`src/rtl/tap_ctrl.sv`:
```
// IEEE 1149.1 TAP controller with IR, IDCODE, bypass and a parallel-access user DR.
// The 16-state FSM code is visible on state_obs; the user DR is strobed out via user_capture/user_update.
module tap_ctrl #(
  parameter int                  IR_WIDTH     = 4,
  parameter logic [31:0]         IDCODE_VAL   = 32'h1000_0001,
  parameter logic [IR_WIDTH-1:0] IDCODE_INSTR = IR_WIDTH'(4'b0001),
  parameter logic [IR_WIDTH-1:0] USER_INSTR   = IR_WIDTH'(4'b1000),
  parameter int                  USER_WIDTH   = 8
) (
  input  logic                  TCK,
  input  logic                  TRST_N,
  input  logic                  TMS,
  input  logic                  TDI,
  output logic                  TDO,
  output logic                  TDO_EN,
  output logic [3:0]            state_obs,
  output logic [IR_WIDTH-1:0]   ir_out,
  output logic [USER_WIDTH-1:0] user_dr_out,
  output logic                  user_capture,
  output logic                  user_update,
  input  logic [USER_WIDTH-1:0] user_dr_in
);

  typedef enum logic [3:0] {
    TLR    = 4'd0,  RTI    = 4'd1,  SEL_DR = 4'd2,  CAP_DR = 4'd3,
    SH_DR  = 4'd4,  EX1_DR = 4'd5,  PAU_DR = 4'd6,  EX2_DR = 4'd7,
    UPD_DR = 4'd8,  SEL_IR = 4'd9,  CAP_IR = 4'd10, SH_IR  = 4'd11,
    EX1_IR = 4'd12, PAU_IR = 4'd13, EX2_IR = 4'd14, UPD_IR = 4'd15
  } state_t;

  state_t                  state, state_nxt;
  logic [IR_WIDTH-1:0]     ir_sr;
  logic [31:0]             id_sr;
  logic                    byp_sr;
  logic [USER_WIDTH-1:0]   user_sr;
  logic                    sel_id, sel_user;

  always_ff @(posedge TCK) begin
    if (!TRST_N) state <= TLR;
    else         state <= state_nxt;
  end

  always_comb begin
    state_nxt = state;
    case (state)
      TLR:    state_nxt = TMS ? TLR    : RTI;
      RTI:    state_nxt = TMS ? SEL_DR : RTI;
      SEL_DR: state_nxt = TMS ? SEL_IR : CAP_DR;
      CAP_DR: state_nxt = TMS ? EX1_DR : SH_DR;
      SH_DR:  state_nxt = TMS ? EX1_DR : SH_DR;
      EX1_DR: state_nxt = TMS ? UPD_DR : PAU_DR;
      PAU_DR: state_nxt = TMS ? EX2_DR : PAU_DR;
      EX2_DR: state_nxt = TMS ? UPD_DR : SH_DR;
      UPD_DR: state_nxt = TMS ? SEL_DR : RTI;
      SEL_IR: state_nxt = TMS ? TLR    : CAP_IR;
      CAP_IR: state_nxt = TMS ? EX1_IR : SH_IR;
      SH_IR:  state_nxt = TMS ? EX1_IR : SH_IR;
      EX1_IR: state_nxt = TMS ? UPD_IR : PAU_IR;
      PAU_IR: state_nxt = TMS ? EX2_IR : PAU_IR;
      EX2_IR: state_nxt = TMS ? UPD_IR : SH_IR;
      UPD_IR: state_nxt = TMS ? SEL_DR : RTI;
      default: state_nxt = TLR;
    endcase
  end

  // IDCODE wins if both opcodes were configured identical; anything else is bypass.
  assign sel_id   = (ir_out == IDCODE_INSTR);
  assign sel_user = (ir_out == USER_INSTR) && !sel_id;

  always_ff @(posedge TCK) begin
    if (!TRST_N) begin
      ir_out      <= IDCODE_INSTR;
      ir_sr       <= '0;
      id_sr       <= '0;
      byp_sr      <= 1'b0;
      user_sr     <= '0;
      user_dr_out <= '0;
    end else begin
      case (state)
        TLR:    ir_out <= IDCODE_INSTR;
        CAP_IR: ir_sr  <= IR_WIDTH'(2'b01);
        SH_IR:  ir_sr  <= (ir_sr >> 1) | (IR_WIDTH'(TDI) << (IR_WIDTH - 1));
        UPD_IR: ir_out <= ir_sr;
        CAP_DR: begin
          if (sel_id)        id_sr   <= IDCODE_VAL;
          else if (sel_user) user_sr <= user_dr_in;
          else               byp_sr  <= 1'b0;
        end
        SH_DR: begin
          // Shifts use >> so a 1-bit user DR needs no special case.
          if (sel_id)        id_sr   <= {TDI, id_sr[31:1]};
          else if (sel_user) user_sr <= (user_sr >> 1) | (USER_WIDTH'(TDI) << (USER_WIDTH - 1));
          else               byp_sr  <= TDI;
        end
        UPD_DR: if (sel_user) user_dr_out <= user_sr;
        default: ;
      endcase
    end
  end

  always_comb begin
    TDO = 1'b0;
    case (state)
      SH_IR: TDO = ir_sr[0];
      SH_DR: TDO = sel_id ? id_sr[0] : (sel_user ? user_sr[0] : byp_sr);
      default: TDO = 1'b0;
    endcase
  end

  assign TDO_EN       = (state == SH_DR) || (state == SH_IR);
  assign state_obs    = state;
  assign user_capture = (state == CAP_DR) && sel_user;
  assign user_update  = (state == UPD_DR) && sel_user;

endmodule

```
`config.mk`:
```
export PLATFORM = sky130hd
export DESIGN_NAME = tap_ctrl
export DESIGN_NICKNAME = d
export VERILOG_FILES = /design/src/rtl/tap_ctrl.sv
export SDC_FILE = /design/constraint.sdc
export NUM_CORES = 1
export LEC_CHECK = 0
export CAP_MARGIN = 5
export CORE_MARGIN = 1
export CORE_UTILIZATION = 25
export DETAILED_ROUTE_END_ITERATION = 10
export PLACE_DENSITY_LB_ADDON = 0.15
export SLEW_MARGIN = 5
export SYNTH_ARGS = -nofsm -noshare
export SYNTH_HDL_FRONTEND = slang
export SYNTH_SLANG_ARGS = --single-unit
export TNS_END_PERCENT = 100
```
`constraint.sdc`:
```
create_clock -name TCK -period 1.75 [get_ports TCK]
set_input_delay 0.4375 -clock TCK [delete_from_list [all_inputs] [get_ports TCK]]
set_output_delay 0.4375 -clock TCK [all_outputs]
set_load 0.01 [all_outputs]
```
==> run_results.csv <==
group,metric,value,unit
setup_path,cp.required,1.31,ns
power,power,2.90,mW
finish,final_cell_count_no_fill,482,
synth,yosys_warnings,0,
sta,period_share,116,%
clocking,clock-root-buffer,"clkbuf_8",
global_routing,antenna_found_initial,0,
clocking,path_clk_slew,0.07,ns
synth,yosys.area_share.simple,20.7,%
sta,timing.fmax,492,MHz
clocking,cts_buffer_depth,2,
synth,synth_edf_count,0,
global_routing,grt_pass1_wl,10300,µm
finish,seq_area,0.00123,mm²
clocking,cts_tree,"yes",
synth,synth_fa_ha_area_share,0,%
power,cellLeakagePower,1.40,nW
sta,layout_min_cycle_time,2.03,ns
synth,yosysSeqAreaShare,49.6,%
setup_path,arrival,1.59,ns
job,maxCapViolations,0,
outcome,outcome,"complete, but fails checks",
worst_hold_path,hold_path.class,"register to register",
sta,setup_viol,4,
detailed_routing,drc,0,
placement,place_congestion,0.729,
finish,drive_gt1_share,26.6,%
synth,synth_top_family_by_area,"simple AND/OR/NAND/NOR gates",
global_routing,grt_pass1_vias,2187,
setup_path,end_kind,"output pin",
floorplan,ios,32,
finish,layout_commonest_cell,"nand2_1",
clocking,htreeDepth,3,
clocking,numCtsBuffers,9,
placement,pre_cts_ws,-0.308,ns
synth,avgSynthCellArea,8.71,µm²
power,peakVddDrop,0.306,mV
floorplan,die_y,101,µm
synth,synth_mux_area_share,3.25,%
placement,io_buffers,31,
sta,worst_pin_slew,0.373,ns
detailed_routing,via_per_inst,4.75,
setup_path,cp_max_fo,2,
detailed_routing,totalWireLength,6360,µm
detailed_routing,drt-pass1-iter-count,4,
finish,antenna_cells,0,
synth,synthesis.area,0.00246,mm²
clocking,cts_sinks,61,
sta,rsz0062_at_grt,"yes",
detailed_routing,initialDrtViolationCount,73,
placement,place_inst,458,
synth,synthesis.nets,295,
global_routing,grt.total_usage,13.0,%
synth,ys_ff_latch,61,
power,powerDensity,802,mW/mm²
finish,fill_cells,969,
placement,dp_hpwl,4150,µm
floorplan,die_w,101,µm
setup_path,path_class,"register to output pin",
finish,nNetsFinal,360,
sta,drv_slew,0,
synth,yosys_most_used_dff,"dfxtp_1",
outcome,violations,"setup timing",
global_routing,overflow,0,
detailed_routing,wl_per_cell,13.2,µm
synth,async_reset_ff_share,0,%
sta,setup_slack,-0.282,ns
synth,synth_xor_area_share,0.711,%
setup_path,startpoint_type,"register",
floorplan,rows,35,
synth,synth_compound_area_share,20.7,%
sta,slew_headroom,74.5,%
setup_path,reg2reg_depth,6,
finish,final_cell_mix,"59 x nand2_1, 54 x dfxtp_1, 33 x buf_4, 30 x o22ai_1, 21 x nor2_1",
finish,syn_to_final_growth,46.6,%
finish,multiInputGateArea,0.00120,mm²
detailed_routing,ant_nets,0,
floorplan,die-area,0.0103,mm²
placement,dpl_cell_area,0.00319,mm²
setup_path,regToRegSetupSlack,0,ns
sta,finClkSkew,0.00997,ns
worst_hold_path,hold_path_depth,2,
floorplan,start_util,26.3,%
floorplan,coreArea,0.00937,mm²
global_routing,grt_max_degree,33,
detailed_routing,num_vias,2289,
synth,netlist_instances,283,
sta,hold_violations,0,
synth,synth.distinct_cells,46,
clocking,clk-insertion-delay-late,0.35,ns
finish,fin_area,0.00361,mm²
[routing by layer]
metal / wire length (µm) / global-route usage, % / part of all wire, % / up-vias
met5: 0 / 0 / 0 / -
met4: 144 / 7.02 / 2.3 / 0
met3: 247 / 3.73 / 3.9 / 14
met2: 2890 / 21.1 / 45 / 46
met1: 3080 / 15.5 / 48 / 1086
li1: - / - / - / 1143
[critical path: stages (launching register included)]
cell,delay (ns)
dfxtp_2,0.33
or4b_4,0.56
o211ai_1,0.20
buf_2,0.17
[through the flow]
step / TNS, ns / utilization (%) / hold slack, ns
2_1_floorplan: -0.100 / - / 0.445
3_3_place_gp: -1.21 / 34.0 / 0.461
3_5_place_dp: -1.09 / 34.0 / 0.466
4_1_cts: -0.577 / 36.7 / 0.478
5_1_grt: -1.17 / 38.5 / 0.490
6_report: -0.651 / 38.5 / 0.474
[logic make-up after synthesis]
| family | count (synthesis) |
|---|---|
| xor gates and xnor gates | 2 |
| DFF | 61 |
| muxes | 8 |
| AOI/OAI and AO/OA | 70 |
| buffers and inverters | 29 |
| and+or+nand+nor | 113 |
[power breakdown]
group / leakage [nW] / switching, mW / internal (mW)
Clock: 0.0954 / 0.608 / 0.661
Combinational: 0.810 / 0.116 / 0.116
Sequential: 0.495 / 0.00568 / 1.39
[cell usage after synthesis (2+ instances only)]
library cell   n  share of area (%)
a21oi_1        7                1.4
inv_1          4               0.61
o22ai_1       30                7.6
a311oi_1       6                2.1
nand2b_1       4                1.0
o21ai_0        3               0.61
buf_2          5                1.0
mux2i_1        8                3.3
nand3_1        7                1.4
xor2_1         2               0.71
nor3_1         2               0.41
a31oi_1        2               0.51
clkbuf_1      17                2.6
a311oi_2       2                1.2
a22o_1         2               0.71
nand2_1       59                9.0
dfxtp_1       61                 50
o221a_2        2               0.91
nor2b_1        4                1.0
a22oi_1        5                1.5
nor2_1        25                3.8
nor3b_1        2               0.61
[cell type report]
cell class,count,area share (%)
sequential,61,34.2
multi-input combinational,193,33.3
inverter,5,0.520
clock buffer,9,3.43
timing repair buffer,78,21.9
tap,129,4.47
clock inverter,7,2.11
[final timing paths]
kind / start / to
setup reg to reg: state_obs[3]$_SDFF_PN0_ / user_sr[2]$_SDFFE_PN0P_
hold / removal: id_sr[1]$_SDFFE_PN0P_ / id_sr[1]$_SDFFE_PN0P_
hold reg to reg: id_sr[1]$_SDFFE_PN0P_ / id_sr[1]$_SDFFE_PN0P_
setup / recovery: state_obs[3]$_SDFF_PN0_ / TDO
[flip-flops by register name, summed over array words and instances (netlist names)]
| register | flops |
|---|---|
| user_dr_out | 8 |
| user_sr | 8 |
| ir_out | 4 |
| byp_sr | 1 |
| state_obs | 4 |
| ir_sr | 4 |
| id_sr | 32 |
[repair_timing]
item / in CTS / in global routing
buffers inserted: 2 / 3
gates cloned: 0 / 3
hold buffers: 0 / 0
endpoints found under the setup margin: 12 / 15
pin swaps: 3 / 14
gates resized for setup: 41 / 19
Power figures use the tool's default switching activity.
